**src/rtl/park_pipe.sv**
```systemverilog
// Pipelined forward/inverse Park transform with valid/ready flow control,
// round-half-up, saturation, sticky overflow flag and per-sample tag.
module park_pipe #(
    parameter int D_WIDTH = 18,
    parameter int Q_BITS  = 15,
    parameter int TAG_W   = 2
) (
    input  logic                      clk,
    input  logic                      reset,
    input  logic                      in_valid,
    output logic                      in_ready,
    input  logic                      mode,
    input  logic [TAG_W-1:0]          in_tag,
    input  logic signed [D_WIDTH-1:0] in_x,
    input  logic signed [D_WIDTH-1:0] in_y,
    input  logic signed [D_WIDTH-1:0] sin_t,
    input  logic signed [D_WIDTH-1:0] cos_t,
    output logic                      out_valid,
    input  logic                      out_ready,
    output logic signed [D_WIDTH-1:0] out_x,
    output logic signed [D_WIDTH-1:0] out_y,
    output logic [TAG_W-1:0]          out_tag,
    output logic [1:0]                out_sat,
    output logic                      sat_sticky,
    input  logic                      clr
);

    localparam int PW = 2 * D_WIDTH;
    localparam int SW = PW + 1;
    localparam logic signed [SW-1:0] RND     = SW'(1) <<< (Q_BITS - 1);
    localparam logic signed [SW-1:0] SAT_MAX = (SW'(1) <<< (D_WIDTH - 1)) - SW'(1);
    localparam logic signed [SW-1:0] SAT_MIN = ~SAT_MAX;

    logic adv;

    logic                      v1, m1;
    logic [TAG_W-1:0]          t1;
    logic signed [D_WIDTH-1:0] x1, y1, s1, c1;

    logic                      v2, m2;
    logic [TAG_W-1:0]          t2;
    logic signed [PW-1:0]      xc, ys, xs, yc;

    logic signed [SW-1:0]      sum_x, sum_y;
    logic signed [D_WIDTH-1:0] rx, ry;
    logic [1:0]                sat_nxt;

    // Single global enable: the whole pipe, bubbles included, freezes on a stall.
    assign adv      = !out_valid || out_ready;
    assign in_ready = adv;

    always_ff @(posedge clk or negedge reset) begin
        if (!reset) begin
            v1 <= 1'b0;
            m1 <= 1'b0;
            t1 <= '0;
            x1 <= '0;
            y1 <= '0;
            s1 <= '0;
            c1 <= '0;
        end else if (adv) begin
            v1 <= in_valid;
            if (in_valid) begin
                m1 <= mode;
                t1 <= in_tag;
                x1 <= in_x;
                y1 <= in_y;
                s1 <= sin_t;
                c1 <= cos_t;
            end
        end
    end

    always_ff @(posedge clk or negedge reset) begin
        if (!reset) begin
            v2 <= 1'b0;
            m2 <= 1'b0;
            t2 <= '0;
            xc <= '0;
            ys <= '0;
            xs <= '0;
            yc <= '0;
        end else if (adv) begin
            v2 <= v1;
            if (v1) begin
                m2 <= m1;
                t2 <= t1;
                xc <= PW'(x1) * PW'(c1);
                ys <= PW'(y1) * PW'(s1);
                xs <= PW'(x1) * PW'(s1);
                yc <= PW'(y1) * PW'(c1);
            end
        end
    end

    // Returns {clamped, value}: round half up, then clamp to the output range.
    function automatic logic [D_WIDTH:0] round_sat(input logic signed [SW-1:0] s);
        logic signed [SW-1:0] r;
        r = (s + RND) >>> Q_BITS;
        if (r > SAT_MAX)
            return {1'b1, SAT_MAX[D_WIDTH-1:0]};
        else if (r < SAT_MIN)
            return {1'b1, SAT_MIN[D_WIDTH-1:0]};
        return {1'b0, r[D_WIDTH-1:0]};
    endfunction

    always_comb begin
        sum_x = '0;
        sum_y = '0;
        if (m2) begin
            sum_x = SW'(xc) - SW'(ys);
            sum_y = SW'(xs) + SW'(yc);
        end else begin
            sum_x = SW'(xc) + SW'(ys);
            sum_y = SW'(yc) - SW'(xs);
        end
        {sat_nxt[0], rx} = round_sat(sum_x);
        {sat_nxt[1], ry} = round_sat(sum_y);
    end

    always_ff @(posedge clk or negedge reset) begin
        if (!reset) begin
            out_valid <= 1'b0;
            out_x     <= '0;
            out_y     <= '0;
            out_tag   <= '0;
            out_sat   <= '0;
        end else if (adv) begin
            out_valid <= v2;
            if (v2) begin
                out_x   <= rx;
                out_y   <= ry;
                out_tag <= t2;
                out_sat <= sat_nxt;
            end
        end
    end

    always_ff @(posedge clk or negedge reset) begin
        if (!reset)
            sat_sticky <= 1'b0;
        else if (clr)
            sat_sticky <= 1'b0;
        else if (adv && v2 && |sat_nxt)
            sat_sticky <= 1'b1;
    end

endmodule

```
**config.mk**
```make
export PLATFORM = sky130hd
export DESIGN_NAME = park_pipe
export DESIGN_NICKNAME = d
export VERILOG_FILES = /design/src/rtl/park_pipe.sv
export SDC_FILE = /design/constraint.sdc
export NUM_CORES = 2
export LEC_CHECK = 0
export CAP_MARGIN = 20
export CORE_MARGIN = 2
export CORE_UTILIZATION = 25
export DETAILED_ROUTE_END_ITERATION = 16
export PLACE_DENSITY = 0.51
export SETUP_SLACK_MARGIN = 0.1
export SLEW_MARGIN = 20
export SYNTH_ARGS = -nofsm -noshare
export SYNTH_HDL_FRONTEND = slang
export SYNTH_SLANG_ARGS = --single-unit
export TNS_END_PERCENT = 100
```
**constraint.sdc**
```tcl
create_clock -name clk -period 16.6 [get_ports clk]
set_clock_uncertainty 0.15 [all_clocks]
set_input_delay 4.15 -clock clk [delete_from_list [all_inputs] [get_ports clk]]
set_output_delay 4.15 -clock clk [all_outputs]
set_load 0.01 [all_outputs]
```
; ---- Word-level counts from Yosys, hierarchy flattened
; Index checks and enable logic that the tools add are counted.
[word_totals]
reg_bits = 266
input_bits = 80
output_inout_bits = 43
elab_cells = 57
[classes]
n_addsub = 6
n_mul = 4
n_lt_le_gt_ge = 4
muxes = 14
n_reduce_logical = 9
[ops]
columns = op, count
row1 = multiplier 18 x 18 -> 36 bit, 4
row2 = two-way mux 19 bit, 6
row3 = adder 36 x 36 -> 37 bit, 2
row4 = adder 37 x 16 -> 37 bit (second input constant), 2
row5 = two-way mux 37 bit, 2
row6 = subtractor 36 x 36 -> 37 bit, 2
row7 = greater-than comparator 22 x 18 -> 1 bit (second input constant), 2
row8 = less-than comparator 22 x 18 -> 1 bit (second input constant), 2
row9 = two-way mux 1 bit, 6
row10 = AND reduction 2 bit, 3
row11 = logical AND 1 bit, 2
row12 = nonzero test 2 bit, 1
row13 = OR reduction 2 bit, 1
row14 = zero test 1 bit, 1
row15 = logical OR 1 bit, 1

; ---- Logic depth before layout (Yosys ltp)
[depth]
word_depth = 11
mapped_depth = 30

; ---- Least setup slack after synthesis
; No wires, ideal clock.
[synth_timing]
path_type = input port to output port
start = input port out_ready
end = output port in_ready
arrival_ps = 4489
required_time_ps = 12300
setup_slack_ps = 7811
stages = 2
path_buffers = 1
path_cell_list = nand2b_1 clkbuf_1
[synth_between]
elab_chain_len = 1
[synth_lines]
columns = item, line
row1 = "start, declared", 19  ; input logic out_ready,
row2 = logical OR 1 bit, 49  ; assign adv = !out_valid || out_ready;
row3 = "end, declared", 11  ; output logic in_ready,
; No other way between the ends.

; ---- Worst setup path in the final report
; Same ends and word-level chain as after synthesis.

==> flow_summary.ini <==
[run_status]
status = completed

[clocking]
postCtsSetupBuffers = 0
cts_buffer_depth = 3
cts_tree = built
clock-root-buffer = clkbuf_16
holdBufCountCts = 0
cts_resized = 0
clkLatencyLatePin_ps = 670
clk_pin_slew_ps = 50
cts.sinks = 266
htreeDepth = 2
numCtsBuffers = 40

[route]
drtPass1Iterations = 5
drt_iter0_markers = 2673
vias = 45800
routed.top_layer = met5
wl_per_cell_um = 18.1
dr_wl_met3_um = 9960
postRouteAntennaNets = 0
wl_met1_um = 88500
viasPerCell = 4.50
met2_wirelength_um = 82900
drc = 0
detail_route.wirelength_um = 185000

[logic_synthesis]
ys_seq_elements = 266
synthDistinctLibCells = 96
syn_inst = 6923
yosysTopAreaCellShare_pct = 41.8
yosysSeqAreaShare_pct = 10.6
syn_nets = 8767
synth-xor-area-share_pct = 3.87
ys_top_cells_by_area = fa_1, dfrtp_1, ha_1
synthArstFlopShare_pct = 100
yosys.area.top_type = fa_1
synthAdderAreaFrac_pct = 50.7
avgSynthCellArea_um2 = 9.11
synth_edf_count = 0
synth_top_family_by_area = adder cells
yosys.area_share.simple_pct = 16.0
yosysWarnings = 0
synthFlopType = dfrtp_1
synth_compound_area_share_pct = 6.97
synth_area_mm2 = 0.0631
synthMuxAreaShare_pct = 1.60

[timing]
rsz0062_at_grt = no
min_period_ps = 9890
slew_violations = 0
timing.final.hold_violations = 0
timing.final.crit_share_pct = 59.6
setup_viol = 0
max_slew_margin_pct = 25.5
max_clock_freq_mhz = 101
worstMarginPinSlew_ps = 1090
setup_tns_ps = 0

[final_layout]
post-route-util_pct = 27.5
num-fill-cells = 26700
drive_above_1_share_pct = 4.28
synthToLayoutAreaGrowth_pct = 9.55
fin_nets = 8660

[setup_path]
crit_path_max_fanout = 9
critical_path.slowest_cell = clkdlybuf4s50_1
rrSetupSlack_ps = 7740
timing.rr.start = x1[5]
crit_arrival_ps = 5590
crit_path_frequent_cell = clkdlybuf4s50_1
regToRegEndpoint = xs[35]
cp-end-kind = output port
start_kind = input pin
path_class = input pin to output port
reg2reg_depth = 28
crit_required_ps = 12300
max_stage_delay_ps = 620
crit_chain = clkdlybuf4s50_1 > nand2b_1 > clkdlybuf4s50_1

[global_routing]
grt_pass1_wl_um = 290000
grt_pass1_vias = 48200
overflow = 0
grt_util_all_layers_pct = 14.6
antenna_found_initial = 20
grt_max_degree = 76

[place]
port_buffers = 122
place.gp.congestion = 0.879
dp_hpwl_um = 146000

[worst_hold_path]
hp-class = flip-flop to flip-flop
hold_path_depth = 2
min_from = t1[1]
hold_end = t2[1]

[floorplan]
dieArea_mm2 = 0.256
start_util_pct = 25.1
ioPinCount = 123
rows = 184
fp.coreArea_mm2 = 0.251
die_w_um = 506
die_h_um = 506

[job]
drv_cap = 0
==> area by class of cell <==
type,instances,area (um2),area share (%)
Multi-Input combinational cell,4933,49900,72.3
Sequential cell,266,6670,9.65
Inverter,1369,5140,7.44
Tap cell,3348,4190,6.06
Timing Repair Buffer,206,1860,2.69
Clock buffer,57,1130,1.63
Clock inverter,16,163,0.235
Antenna cell,3,7.51,0.0109
==> placed cells by master, fill, tap and decap left out, types with 34 or more instances in the layout <==
cell / n
inv_1: 1369
fa_1: 1316
nand2_1: 1079
and2_1: 481
ha_1: 448
dfrtp_1: 258
o21ai_0: 202
a21oi_1: 185
nor2_1: 172
xnor2_1: 167
clkdlybuf4s50_1: 121
xor2_1: 110
nand2b_1: 92
mux2_2: 84
buf_4: 83
a21o_1: 62
nor3_1: 61
nand3_1: 55
clkbuf_16: 41
o21a_1: 34
==> cells by family (layout without fill, tap and decap cells) <==
kind of cell / count (synthesis) / count (layout)
other: 0 / 3
buffers and inverters: 1724 / 1648
flip-flops: 266 / 266
XOR/XNOR: 278 / 278
multiplexers: 90 / 90
AND/OR/NAND/NOR: 2112 / 2112
AO/OA/AOI/OAI: 689 / 689
adder cells (fa/ha/maj): 1764 / 1764
==> per-layer routing <==
metal | vias to the layer above | track usage, %
met5 | - | 0
met4 | 10 | 3.01
met3 | 187 | 1.86
met2 | 1140 | 22.9
met1 | 23700 | 21.5
li1 | 20800 | -
==> metrics by stage <==
step / area, um2 / hold slack (ps) / setup slack [ps] / cells
floorplan: 63100 / 283 / 7810 / 6923
global route: 69100 / 341 / 6660 / 10200
finish: 69100 / 317 / 6710 / 10200
global placement: 67800 / 296 / 6730 / 10100
CTS: 69100 / 323 / 6710 / 10200
detailed placement: 67800 / 310 / 6710 / 10100
==> cell usage after synthesis, drive strengths merged, types with 33 or more instances <==
library cell and instances:
and2 483, nand2 1083, o21a 34, nand3 57
a21o 62, o21ai 207, mux2 84, nor2 174
xor2 111, inv 1369, nand2b 92, clkbuf 343
fa 1316, nor3 63, dfrtp 266, ha 448
xnor2 167, a21oi 186, nand4 33
==> state kept, by name, indices dropped and copies added, names as in the netlist, 18 cells and up <==
name   flops
x1        18
out_y     18
ys        36
c1        18
s1        18
yc        36
xc        36
out_x     18
xs        36
y1        18
==> worst max-delay path: cells and delay by family <==
kind          cells  cell delay, ps
buf+inv           2            1090
simple gates      1             350
==> worst max-delay path by stage <==
stage,slack (ps),end,start,cells past startpoint
floorplan,7810,in_ready,out_ready,2
global placement,6730,in_ready,out_ready,3
detailed placement,6710,in_ready,out_ready,3
CTS,6710,in_ready,out_ready,3
global route,6660,in_ready,out_ready,3
finish,6710,in_ready,out_ready,3
Power is not shown: default switching activity piles up to over one toggle a cycle in this logic, so the estimate is an artifact.
